$ cat src/rtl/fft_pkg.sv
// Shared constants and types for the radix-2 butterfly combiner (Q11.5 samples).
package fft_pkg;

    localparam int DATA_WIDTH = 16;
    localparam int FRAC_BITS  = 5;

    // Bit growth of W*Y (ac-bd, ad+bc) and of X +/- WY before saturation.
    localparam int WY_GROWTH  = 1;
    localparam int SUM_GROWTH = 2;

    localparam logic signed [DATA_WIDTH-1:0] Q_MAX = 16'sh7FFF;
    localparam logic signed [DATA_WIDTH-1:0] Q_MIN = 16'sh8000;

    typedef struct packed {
        logic signed [DATA_WIDTH-1:0] re;
        logic signed [DATA_WIDTH-1:0] im;
    } sample_t;

endpackage

$ cat src/rtl/fft_sat_add_sub.sv
// One butterfly leg: X +/- WY at full width, optional floor halving, then
// saturation back to the data width.
module fft_sat_add_sub #(
    parameter int DATA_WIDTH = 16
) (
    input  logic signed [DATA_WIDTH-1:0] a,
    input  logic signed [DATA_WIDTH:0]   b,
    input  logic                         sub,
    input  logic                         scale,
    output logic signed [DATA_WIDTH-1:0] y,
    output logic                         sat
);
    import fft_pkg::*;

    localparam int SW = DATA_WIDTH + SUM_GROWTH;
    localparam logic signed [SW-1:0] HI = SW'({1'b0, {(DATA_WIDTH-1){1'b1}}});
    localparam logic signed [SW-1:0] LO = ~HI;

    logic signed [SW-1:0] sum;
    logic signed [SW-1:0] shifted;

    always_comb begin
        sum     = '0;
        shifted = '0;
        y       = '0;
        sat     = 1'b0;
        sum     = sub ? (SW'(a) - SW'(b)) : (SW'(a) + SW'(b));
        // Arithmetic shift rounds toward minus infinity.
        shifted = scale ? (sum >>> 1) : sum;
        if (shifted > HI) begin
            y   = HI[DATA_WIDTH-1:0];
            sat = 1'b1;
        end else if (shifted < LO) begin
            y   = LO[DATA_WIDTH-1:0];
            sat = 1'b1;
        end else begin
            y = shifted[DATA_WIDTH-1:0];
        end
    end

endmodule

$ cat src/rtl/fft_butterfly_combiner.sv
// Radix-2 butterfly back end: aligns X with externally computed products of
// W*Y and produces X+WY / X-WY through two register stages.
module fft_butterfly_combiner #(
    parameter int DATA_WIDTH   = 16,
    parameter int MULT_LATENCY = 2
) (
    input  logic                         clk,
    input  logic                         reset,
    input  logic                         enable,
    input  logic signed [DATA_WIDTH-1:0] x_re,
    input  logic signed [DATA_WIDTH-1:0] x_im,
    input  logic                         scale,
    input  logic signed [DATA_WIDTH-1:0] prod_ac,
    input  logic signed [DATA_WIDTH-1:0] prod_bd,
    input  logic signed [DATA_WIDTH-1:0] prod_ad,
    input  logic signed [DATA_WIDTH-1:0] prod_bc,
    input  logic                         prod_valid,
    input  logic                         clear_flags,
    output logic                         done,
    output logic signed [DATA_WIDTH-1:0] upper_re,
    output logic signed [DATA_WIDTH-1:0] upper_im,
    output logic signed [DATA_WIDTH-1:0] lower_re,
    output logic signed [DATA_WIDTH-1:0] lower_im,
    output logic                         overflow,
    output logic                         align_error
);
    import fft_pkg::*;

    // enable, prod_valid and done are single-cycle qualifiers with no
    // backpressure: the block accepts every cycle and done is a one-cycle strobe.

    localparam int WY_W = DATA_WIDTH + WY_GROWTH;

    typedef struct packed {
        logic                         valid;
        logic                         scale;
        logic signed [DATA_WIDTH-1:0] re;
        logic signed [DATA_WIDTH-1:0] im;
    } dl_t;

    dl_t dl [MULT_LATENCY];
    dl_t tail;

    logic                         s1_valid;
    logic                         s1_scale;
    logic signed [DATA_WIDTH-1:0] s1_x_re;
    logic signed [DATA_WIDTH-1:0] s1_x_im;
    logic signed [WY_W-1:0]       s1_wy_re;
    logic signed [WY_W-1:0]       s1_wy_im;

    logic signed [WY_W-1:0]       wy_re_c;
    logic signed [WY_W-1:0]       wy_im_c;
    logic                         capture;
    logic                         misalign;

    logic signed [DATA_WIDTH-1:0] ure_c, uim_c, lre_c, lim_c;
    logic                         ure_sat, uim_sat, lre_sat, lim_sat;
    logic                         sat_any;

    assign tail     = dl[MULT_LATENCY-1];
    assign capture  = prod_valid & tail.valid;
    assign misalign = prod_valid ^ tail.valid;
    assign wy_re_c  = WY_W'(prod_ac) - WY_W'(prod_bd);
    assign wy_im_c  = WY_W'(prod_ad) + WY_W'(prod_bc);
    assign sat_any  = s1_valid & (ure_sat | uim_sat | lre_sat | lim_sat);

    // X and its control bits ride alongside the multipliers so they arrive
    // in the same cycle as the matching products.
    always_ff @(posedge clk or posedge reset) begin
        if (reset) begin
            for (int i = 0; i < MULT_LATENCY; i++) begin
                dl[i] <= '0;
            end
        end else begin
            dl[0] <= '{valid: enable, scale: scale, re: x_re, im: x_im};
            for (int i = 1; i < MULT_LATENCY; i++) begin
                dl[i] <= dl[i-1];
            end
        end
    end

    always_ff @(posedge clk or posedge reset) begin
        if (reset) begin
            s1_valid <= 1'b0;
            s1_scale <= 1'b0;
            s1_x_re  <= '0;
            s1_x_im  <= '0;
            s1_wy_re <= '0;
            s1_wy_im <= '0;
        end else begin
            s1_valid <= capture;
            if (capture) begin
                s1_scale <= tail.scale;
                s1_x_re  <= tail.re;
                s1_x_im  <= tail.im;
                s1_wy_re <= wy_re_c;
                s1_wy_im <= wy_im_c;
            end
        end
    end

    fft_sat_add_sub #(.DATA_WIDTH(DATA_WIDTH)) u_upper_re (
        .a(s1_x_re), .b(s1_wy_re), .sub(1'b0), .scale(s1_scale), .y(ure_c), .sat(ure_sat)
    );
    fft_sat_add_sub #(.DATA_WIDTH(DATA_WIDTH)) u_upper_im (
        .a(s1_x_im), .b(s1_wy_im), .sub(1'b0), .scale(s1_scale), .y(uim_c), .sat(uim_sat)
    );
    fft_sat_add_sub #(.DATA_WIDTH(DATA_WIDTH)) u_lower_re (
        .a(s1_x_re), .b(s1_wy_re), .sub(1'b1), .scale(s1_scale), .y(lre_c), .sat(lre_sat)
    );
    fft_sat_add_sub #(.DATA_WIDTH(DATA_WIDTH)) u_lower_im (
        .a(s1_x_im), .b(s1_wy_im), .sub(1'b1), .scale(s1_scale), .y(lim_c), .sat(lim_sat)
    );

    always_ff @(posedge clk or posedge reset) begin
        if (reset) begin
            done     <= 1'b0;
            upper_re <= '0;
            upper_im <= '0;
            lower_re <= '0;
            lower_im <= '0;
        end else begin
            done <= s1_valid;
            if (s1_valid) begin
                upper_re <= ure_c;
                upper_im <= uim_c;
                lower_re <= lre_c;
                lower_im <= lim_c;
            end
        end
    end

    // Sticky flags: a set event in the same cycle as clear_flags wins.
    always_ff @(posedge clk or posedge reset) begin
        if (reset) begin
            overflow    <= 1'b0;
            align_error <= 1'b0;
        end else begin
            overflow    <= sat_any  | (overflow    & ~clear_flags);
            align_error <= misalign | (align_error & ~clear_flags);
        end
    end

endmodule

$ cat config.mk
export PLATFORM = sky130hd
export DESIGN_NAME = fft_butterfly_combiner
export DESIGN_NICKNAME = d
export VERILOG_FILES = /design/src/rtl/fft_pkg.sv /design/src/rtl/fft_sat_add_sub.sv /design/src/rtl/fft_butterfly_combiner.sv
export SDC_FILE = /design/constraint.sdc
export NUM_CORES = 1
export LEC_CHECK = 0
export BUFFER_PORTS_ARGS = -buffer_cell sky130_fd_sc_hd__buf_2
export CORE_ASPECT_RATIO = 1.4
export CORE_MARGIN = 2
export CORE_UTILIZATION = 27
export DETAILED_ROUTE_END_ITERATION = 7
export PLACE_DENSITY_LB_ADDON = 0.1
export SYNTH_ARGS = -nofsm -noshare
export SYNTH_HDL_FRONTEND = slang
export SYNTH_SLANG_ARGS = --single-unit
$ cat constraint.sdc
create_clock -name clk -period 6.8 [get_ports clk]
set_clock_uncertainty 0.2 [all_clocks]
set_input_delay 1.02 -clock clk [delete_from_list [all_inputs] [get_ports clk]]
set_output_delay 1.02 -clock clk [all_outputs]
set_load 0.005 [all_outputs]
==> impl_metrics.env, run 1 <==
export IMPL_power_density_nw_per_um2=378
export IMPL_post_cts_setup_buffers=0
export IMPL_vdd_ir_drop_max_mv=0.162
export IMPL_synth_top_family_by_area="compound AO/OA/AOI/OAI gates"
export IMPL_max_freq_mhz=257
export IMPL_ys_top_cells_by_area="dfrtp_1 (40%), ha_1 (9.9%), a21oi_1 (3.9%), xnor2_1 (3.8%), inv_1 (3.3%)"
export IMPL_synthArstFlopShare_pct=100
export IMPL_grtUsageMet1_pct=20.3
export IMPL_netlist_area_leader_share_pct=39.7
export IMPL_synthMuxAreaShare_pct=5.82
export IMPL_io_pin_count=169
export IMPL_syn_cell_area_sq_um=12800
export IMPL_pre_cts_slack_ns=2.81
export IMPL_routabilityCongestion=0.782
export IMPL_rsz0062_at_grt="no"
export IMPL_placed_cell_area_sq_um=14100
export IMPL_firstDrtPassIters=5
export IMPL_synth_edf_count=0
export IMPL_fin_area_sq_um=14900
export IMPL_hold_viol=0
export IMPL_p_total_uw=5630
export IMPL_first_iter_violations=545
export IMPL_clockBufferDepth=3
export IMPL_gr_usage_met3_pct=2.44
export IMPL_yosys_area_top_type="dfrtp_1"
export IMPL_leakage_uw=0.00664
export IMPL_die_w_microns=188
export IMPL_setup_viol=0
export IMPL_worst_pin_slew_ns=1.09
export IMPL_clk_latency_ns=0.54
export IMPL_synth_seq_area_share_pct=39.7
export IMPL_worstPathCellList="inv_1, ha_1, fa_1, nor2b_4, o31a_1, o41ai_2, o211ai_1, a211o_1, o311ai_4, and3_4, a221oi_4, o2111a_1, a21oi_1"
export IMPL_slowest_stage="a221oi_4"
export IMPL_io_buffers=168
export IMPL_synth_nets=1519
export IMPL_timing_final_crit_share_pct=57.2
export IMPL_post_drt_wl_per_cell_microns=15.8
export IMPL_cts_max_level=1
export IMPL_overflow=0
export IMPL_timing_final_crit_period_ns=3.89
export IMPL_root_buffer="clkbuf_16"
export IMPL_core_area_sq_um=46900
export IMPL_finalNonFillerCells=2084
export IMPL_yosys_area_share_simple_pct=12.4
export IMPL_start_kind="register"
export IMPL_detail_route_antenna_nets=0
export IMPL_syn_to_final_growth_pct=16.5
export IMPL_syn_area_per_cell_sq_um=9.77
export IMPL_critPathTopFamily="compound AO/OA/AOI/OAI gates"
export IMPL_numCtsBuffers=25
export IMPL_synth_fa_ha_area_share_pct=10.8
export IMPL_antenna_cells=0
export IMPL_routed_via_density=4.56
export IMPL_hold_buffers=0
export IMPL_grt_first_pass_wirelength_mm=53.7
export IMPL_drive_above_1_share_pct=20.2
export IMPL_status="completed"
export IMPL_vias=9502
export IMPL_met2_usage_pct=19.6
export IMPL_chipHeight_microns=262
export IMPL_busiest_layer="met1"
export IMPL_synth_ff_type="dfrtp_1"
export IMPL_yosysWarnings=0
export IMPL_synth_xor_area_share_pct=4.59
export IMPL_place_inst=2041
export IMPL_finalWorstSetupSlack_ns=2.91
export IMPL_synth_compound_area_share_pct=20.5
export IMPL_synth_cell_types=91
export IMPL_die_area_sq_um=49200
export IMPL_slew_headroom_pct=27.3
export IMPL_drc_errors=0
export IMPL_finalWirelength_mm=32.9
export IMPL_setup_tns_ns=0
export IMPL_initial_core_util_pct=27.3
export IMPL_final_nets=1653
export IMPL_cp_required_ns=7.01
export IMPL_num_rows=94
export IMPL_antenna_found_initial=0
export IMPL_dp_hpwl_mm=25.3
export IMPL_grt_max_degree=96
export IMPL_crit_arrival_ns=4.10
export IMPL_grt_pass1_vias=9627
export IMPL_clk_pin_slew_ns=0.07
export IMPL_cts_tree="yes"
export IMPL_synthCells=1310
export IMPL_cp_max_fo=16
export IMPL_ys_ff_latch=203
export IMPL_cp_buffers_inverters=1
export IMPL_maxCapViolations=0
export IMPL_track_usage_pct=13.4
export IMPL_cp_slowest_stage_delay_ns=0.73
export IMPL_clock_sinks=203
export IMPL_worstSetupPathType="register to register"
export IMPL_slew_violations=0
export IMPL_critical_path_endpoint_type="register"
export IMPL_hp_class="register to register"
export IMPL_cts_resized=0
-- registers in the layout, indices dropped and copies added, names as in the netlist, 16 cells and up --
name / cells
dl: 68
s1_x_re: 16
s1_wy_re: 17
s1_wy_im: 17
upper_re: 16
lower_im: 16
upper_im: 16
s1_x_im: 16
lower_re: 16
-- cells in the final DEF, fill, tap and decap left out, drive strengths merged, types with 14 or more instances in the layout --
cell type / Yosys / layout
o22a: 14 / 14
mux2i: 37 / 37
xnor2: 56 / 56
nor2b: 23 / 23
nand2: 54 / 54
nand2b: 15 / 15
nor2: 107 / 107
ha: 101 / 101
nor3: 28 / 28
o21ai: 62 / 62
a21o: 16 / 16
mux2: 33 / 33
a211oi: 26 / 26
buf: 31 / 172
dfrtp: 203 / 203
clkbuf: 31 / 37
inv: 111 / 111
o211ai: 25 / 25
or3: 14 / 14
a21oi: 105 / 105
nand3: 27 / 27
o21a: 30 / 30
-- power by group --
group	total (uW)	leakage, uW	internal (uW)	switching [uW]
registers	1670	0.00233	1470	196
clock network	1340	0.000392	802	533
logic	2630	0.00392	1130	1500
-- cells in the mapped netlist (7+ instances only) --
cell type,number
nor2_1,107
xor2_1,9
nor3_1,27
dfrtp_1,203
o21bai_1,8
o31ai_1,8
o211ai_2,8
o21a_1,30
nand3_1,27
o22ai_1,7
ha_1,101
o22a_1,14
or3_1,14
nor4_1,8
nand2b_1,14
a21oi_1,101
buf_2,14
buf_6,10
a21o_1,16
o211ai_1,17
mux2_2,33
nand3b_1,11
xnor2_1,55
inv_1,111
a211oi_1,24
nor2b_1,21
mux2i_1,36
clkbuf_1,30
nand2_1,53
a31oi_1,11
o21ai_0,56
-- kinds of logic (layout without fill, tap and decap cells) --
logic type	Yosys count	count (layout)
flops	203	203
fa+ha+maj	107	107
xor+xnor	65	65
compound gates	369	369
buf+inv	178	328
simple gates	318	318
mux	70	70
-- path summary, 6_finish.rpt --
check	to	from	cells past startpoint	slack [ns]
worst min register to register	dl[0]$_DFF_PP0_	dl[34]$_DFF_PP0_	0	0.15
worst max register to register	overflow$_DFF_PP0_	s1_x_im[0]$_DFFE_PP0P_	13	2.91
min in group asynchronous	s1_x_im[1]$_DFFE_PP0P_	reset	2	0.33
worst min-delay path	dl[0]$_DFF_PP0_	dl[34]$_DFF_PP0_	0	0.15
worst max-delay path	overflow$_DFF_PP0_	s1_x_im[0]$_DFFE_PP0P_	13	2.91
max in group asynchronous	s1_scale$_DFFE_PP0P_	reset	3	4.71
-- cell type report --
cell class / count / area, sq um
fillers: 4924 / 32000
repair buffers: 172 / 871
well taps: 624 / 781
inverters: 113 / 432
clock buffers: 37 / 721
flip-flops and latches: 203 / 5090
multi-input cells: 929 / 6940
clock inverters: 6 / 82.6
-- routing by layer --
| metal | vias up | part of all wire, % | routed length [microns] |
|---|---|---|---|
| li1 | 4898 | - | - |
| met1 | 4413 | 53 | 17500 |
| met2 | 157 | 40 | 13300 |
| met3 | 34 | 4.5 | 1500 |
| met4 | 0 | 1.9 | 616 |
| met5 | - | 0 | 0 |
-- through the flow --
step	hold WS, ns	utilization, %
finish	0.145	31.8
CTS	0.144	31.8
global placement	0.134	30.1
floorplan	0.131	-
global route	0.157	31.8
detailed placement	0.135	30.1
Power figures use the tool's default switching activity.
==> inputs of run 2 (changes only) <==
clock period = 4 ns   (was 6.8 ns; I/O delays follow)
==> run 2 against run 1 <==
  * Routed wire length increased by 1.4%
  * Cell count increased by 2.3%
  * Core utilization increased by 1.2 points
  * Cell area increased by 3.9%
  * Largest cell class unchanged
==> impl_metrics.env, run 2 (synthesis gave the netlist of run 1 again) <==
export IMPL_drc_errors=0
export IMPL_place_inst=2052
export IMPL_io_buffers=168
export IMPL_track_usage_pct=13.5
export IMPL_clockBufferDepth=3
export IMPL_io_pin_count=169
export IMPL_maxCapViolations=0
export IMPL_cp_required_ns=4.19
export IMPL_initial_core_util_pct=27.3
export IMPL_grt_max_degree=117
export IMPL_finalNonFillerCells=2132
export IMPL_clock_sinks=203
export IMPL_timing_final_crit_period_ns=3.61
export IMPL_reg2reg_slack_ns=0.39
export IMPL_slew_violations=0
export IMPL_die_w_microns=188
export IMPL_core_area_sq_um=46900
export IMPL_power_density_nw_per_um2=647
export IMPL_timing_final_crit_share_pct=90.4
export IMPL_post_cts_setup_buffers=0
export IMPL_r2r_cells=11
export IMPL_post_drt_wl_per_cell_microns=15.7
export IMPL_hold_viol=0
export IMPL_vdd_ir_drop_max_mv=0.273
export IMPL_largest_register_ffs=68
export IMPL_first_iter_violations=481
export IMPL_root_buffer="clkbuf_16"
export IMPL_routed_via_density=4.55
export IMPL_setup_tns_ns=0
export IMPL_final_common_cell="dfrtp_1"
export IMPL_largest_registers="dl (68), s1_wy_im (17), s1_wy_re (17)"
export IMPL_grt_first_pass_wirelength_mm=54.4
export IMPL_drive_above_1_share_pct=20.8
export IMPL_hp_class="register to register"
export IMPL_grt_pass1_vias=9786
export IMPL_syn_to_final_growth_pct=21.0
export IMPL_worstReg2RegStart="s1_wy_im[1]$_DFFE_PP0P_"
export IMPL_slew_headroom_pct=50.0
export IMPL_final_nets=1699
export IMPL_hp_start="dl[50]$_DFF_PP0_"
export IMPL_clk_latency_ns=0.54
export IMPL_regMostFlops="dl"
export IMPL_min_path_cells=0
export IMPL_firstDrtPassIters=4
export IMPL_start_kind="register"
export IMPL_routabilityCongestion=0.755
export IMPL_vias=9690
export IMPL_antenna_found_initial=1
export IMPL_cts_tree="yes"
export IMPL_cp_max_fo=15
export IMPL_crit_arrival_ns=3.81
export IMPL_status="completed"
export IMPL_num_rows=94
export IMPL_fill_cells=4892
export IMPL_r2r_end="upper_im[9]$_DFFE_PP0P_"
export IMPL_most_common_layout_cells="dfrtp_1 (201), buf_2 (168), inv_1 (110)"
export IMPL_worst_pin_slew_ns=0.731
export IMPL_worstSetupPathType="register to register"
export IMPL_chipHeight_microns=262
export IMPL_dp_hpwl_mm=25.3
export IMPL_numCtsBuffers=25
export IMPL_overflow=0
export IMPL_die_area_sq_um=49200
export IMPL_cts_max_level=1
export IMPL_holdPathEnd="dl[16]$_DFF_PP0_"
export IMPL_leakage_uw=0.00691
export IMPL_detail_route_antenna_nets=0
export IMPL_max_freq_mhz=277
export IMPL_clk_pin_slew_ns=0.07
export IMPL_setup_viol=0
export IMPL_rsz0062_at_grt="no"
export IMPL_critical_path_endpoint_type="register"
export IMPL_finalWirelength_mm=33.4
-- run 2: cell types whose count changed in the layout (fill, tap and decap cells not counted) --
cell	previous run	this run
clkinv_2	3	5
bufinv_16	2	6
clkinvlp_4	1	2
dlygate4sd3_1	0	35
diode_2	0	1
a211oi_4	0	1
inv_8	1	0
buf_12	0	2
a211oi_2	2	1
buf_4	4	13
clkbuf_8	5	4
clkbuf_1	7	0
inv_6	0	2
clkinv_4	0	1
-- run 2: final cells by class --
class / instances / area [sq um] / share of cell area (%)
Tap cell: 624 / 781 / 5.04
Inverter: 113 / 428 / 2.76
Multi-Input combinational cell: 929 / 6950 / 44.8
Antenna cell: 1 / 2.50 / 0.0162
Timing Repair Buffer: 218 / 1330 / 8.58
Clock buffer: 29 / 681 / 4.39
Clock inverter: 15 / 239 / 1.54
Sequential cell: 203 / 5090 / 32.8
-- run 2: worst max path at each step --
stage	startpoint	endpoint	slack, ns	cells past startpoint
2_1_floorplan	reset	align_error$_DFF_PP0_	0.57	1
3_3_place_gp	s1_x_im[0]$_DFFE_PP0P_	lower_im[14]$_DFFE_PP0P_	0.21	13
3_5_place_dp	s1_x_im[0]$_DFFE_PP0P_	lower_im[9]$_DFFE_PP0P_	0.20	13
4_1_cts	s1_x_im[0]$_DFFE_PP0P_	lower_im[9]$_DFFE_PP0P_	0.20	13
5_1_grt	s1_wy_im[1]$_DFFE_PP0P_	upper_im[9]$_DFFE_PP0P_	0.11	11
6_report	s1_wy_im[1]$_DFFE_PP0P_	upper_im[9]$_DFFE_PP0P_	0.39	11
-- run 2: worst max-delay path: stages (launching register included) --
cell and delay, ns:
dfrtp_1 0.40, inv_1 0.11, ha_1 0.30, nor2b_1 0.06, o311ai_1 0.51, a211oi_1 0.25
o211ai_1 0.30, nand3_1 0.23, a211o_1 0.35, a31o_2 0.36, a21oi_1 0.30, a21oi_1 0.11
-- run 2: through the flow --
| step | instance area [sq um] | worst slack (ns) | total power (uW) | util [%] | hold WS (ns) |
|---|---|---|---|---|---|
| after floorplan | 12800 | 0.570 | 6210 | - | 0.131 |
| after global placement | 14200 | 0.212 | 7500 | 30.3 | 0.134 |
| after detailed placement | 14200 | 0.203 | 7510 | 30.3 | 0.135 |
| after CTS | 15500 | 0.197 | 10200 | 33.0 | 0.134 |
| after global routing | 15500 | 0.106 | 10800 | 33.0 | 0.152 |
| final | 15500 | 0.385 | 10000 | 33.0 | 0.140 |
-- run 2: per-layer routing --
metal	global-route usage, %	up-vias	share of wire, %
met5	0	-	0
met4	3.72	0	2.0
met3	1.83	32	3.9
met2	19.5	173	40
met1	20.9	4495	54
li1	-	4990	-
-- run 2: where the power goes --
| group | internal (uW) | switching, uW |
|---|---|---|
| clock | 1600 | 967 |
| sequential | 2500 | 300 |
| combinational | 1990 | 2660 |
-- run 2: what timing repair did --
action,CTS,global route
hold endpoints to repair,37,0
endpoints found under the setup margin,0,5
gates resized for setup,0,1
hold buffers,35,0
==> inputs of run 3 (changes only) <==
MAX_ROUTING_LAYER = met4   (was default)
==> run 3 against run 2 <==
  * Total power about the same
  * Combinational power about the same
  * First-iteration DRC count decreased by 2.3%
  * Global-route usage increased by 0.42 points
  * Die area unchanged
==> impl_metrics.env, run 3 (synthesis gave the netlist of run 1 again) <==
export IMPL_p_total_uw=10000
export IMPL_dp_hpwl_mm=25.3
export IMPL_power_density_nw_per_um2=646
export IMPL_final_nets=1699
export IMPL_finalNonFillerCells=2132
export IMPL_chipHeight_microns=262
export IMPL_die_area_sq_um=49200
export IMPL_worstReg2RegStart="s1_wy_im[1]$_DFFE_PP0P_"
export IMPL_clk_pin_slew_ns=0.07
export IMPL_root_buffer="clkbuf_16"
export IMPL_regArea_sq_um=5090
export IMPL_r2r_cells=11
export IMPL_reg2reg_slack_ns=0.41
export IMPL_cts_tree="yes"
export IMPL_final_common_cell="dfrtp_1"
export IMPL_regMostFlops="dl"
export IMPL_setup_tns_ns=0
export IMPL_drc_errors=0
export IMPL_maxCapViolations=0
export IMPL_post_drt_wl_per_cell_microns=15.7
export IMPL_place_inst=2052
export IMPL_hp_start="dl[50]$_DFF_PP0_"
export IMPL_cp_required_ns=4.19
export IMPL_rsz0062_at_grt="no"
export IMPL_multi_input_area_sq_um=6950
export IMPL_io_buffers=168
export IMPL_first_iter_violations=470
export IMPL_whs_ns=0.139
export IMPL_numCtsBuffers=25
export IMPL_clk_latency_ns=0.54
export IMPL_crit_arrival_ns=3.79
export IMPL_grt_pass1_vias=9802
export IMPL_vdd_ir_drop_max_mv=0.276
export IMPL_timing_final_crit_share_pct=89.9
export IMPL_start_kind="register"
export IMPL_drive_above_1_share_pct=20.8
export IMPL_overflow=0
export IMPL_track_usage_pct=13.9
export IMPL_pre_cts_slack_ns=0.203
export IMPL_power_frac_seq_pct=28.0
export IMPL_cp_max_fo=15
export IMPL_slew_violations=0
export IMPL_initial_core_util_pct=27.3
export IMPL_clock_sinks=203
export IMPL_vias=9666
export IMPL_io_pin_count=169
export IMPL_power_internal_uw=6100
export IMPL_finalWirelength_mm=33.4
export IMPL_min_path_cells=0
export IMPL_syn_to_final_growth_pct=21.0
export IMPL_post_cts_setup_buffers=0
export IMPL_timing_final_crit_period_ns=3.59
export IMPL_worstSetupPathType="register to register"
export IMPL_die_w_microns=188
export IMPL_max_freq_mhz=278
export IMPL_hp_class="register to register"
export IMPL_leakage_uw=0.00691
export IMPL_routabilityCongestion=0.765
export IMPL_setup_viol=0
export IMPL_routed_via_density=4.53
export IMPL_num_rows=94
export IMPL_worst_pin_slew_ns=0.731
export IMPL_fill_cells=4892
export IMPL_power_frac_comb_pct=46.4
export IMPL_largest_registers="dl (68), s1_wy_im (17), s1_wy_re (17)"
export IMPL_holdPathEnd="dl[16]$_DFF_PP0_"
export IMPL_antenna_found_initial=1
export IMPL_status="completed"
export IMPL_detail_route_antenna_nets=0
export IMPL_slew_headroom_pct=50.0
export IMPL_grt_first_pass_wirelength_mm=54.4
export IMPL_cts_max_level=1
export IMPL_largest_register_ffs=68
export IMPL_critical_path_endpoint_type="register"
export IMPL_clockBufferDepth=3
export IMPL_firstDrtPassIters=4
export IMPL_grt_max_degree=117
export IMPL_core_area_sq_um=46900
export IMPL_switching_power_uw=3920
export IMPL_finalWorstSetupSlack_ns=0.405
export IMPL_clkPwrFrac_pct=25.6
export IMPL_most_common_layout_cells="dfrtp_1 (201), buf_2 (168), inv_1 (110)"
export IMPL_p_sw_share_pct=39.1
export IMPL_hold_viol=0
export IMPL_r2r_end="upper_im[9]$_DFFE_PP0P_"
run 3: power groups by stage:
stage	logic, uW	clock network (uW)	registers (uW)
2_1_floorplan	3430	0	2780
4_1_cts	4690	2670	2820
6_report	4650	2570	2800
5_1_grt	5210	2750	2880
3_3_place_gp	4650	0	2850
3_5_place_dp	4640	0	2860
run 3: critical path: stages, from the launching register on:
cell,delay (ns)
dfrtp_1,0.40
inv_1,0.11
ha_1,0.30
nor2b_1,0.06
o311ai_1,0.50
a211oi_1,0.25
o211ai_1,0.30
nand3_1,0.24
a211o_1,0.35
a31o_2,0.36
a21oi_1,0.28
a21oi_1,0.10
run 3: what timing repair did:
action,4_1_cts,5_1_grt
setup endpoints to repair,0,5
endpoints found under the hold margin,37,0
gates resized for setup,0,1
hold buffers,35,0
run 3: routing by layer:
layer	vias to the layer above	global-route usage [%]	routed length, microns
met5	-	-	0
met4	0	3.72	655
met3	34	1.72	1230
met2	173	19.6	13500
met1	4459	20.9	18000
li1	5000	-	-
run 3: per-stage QoR:
step                cell area, sq um  util, %
floorplan                      12800        -
global placement               14200     30.3
detailed placement             14200     30.3
CTS                            15500     33.0
global route                   15500     33.0
finish                         15500     33.0
run 3: how the worst max path moves through the flow:
stage          slack, ns                     from                       end  depth (start not counted)
6_report            0.41  s1_wy_im[1]$_DFFE_PP0P_   upper_im[9]$_DFFE_PP0P_                         11
5_1_grt             0.11  s1_wy_im[1]$_DFFE_PP0P_   upper_im[9]$_DFFE_PP0P_                         11
4_1_cts             0.20   s1_x_im[0]$_DFFE_PP0P_   lower_im[9]$_DFFE_PP0P_                         13
3_5_place_dp        0.20   s1_x_im[0]$_DFFE_PP0P_   lower_im[9]$_DFFE_PP0P_                         13
3_3_place_gp        0.21   s1_x_im[0]$_DFFE_PP0P_  lower_im[14]$_DFFE_PP0P_                         13
2_1_floorplan       0.57                    reset     align_error$_DFF_PP0_                          1
run 3: layout make-up:
type	instances	share of cell area, %
Timing Repair Buffer	218	8.58
Multi-Input combinational cell	929	44.8
Inverter	113	2.76
Clock inverter	15	1.54
Antenna cell	1	0.0162
Tap cell	624	5.04
Clock buffer	29	4.39
Sequential cell	203	32.8
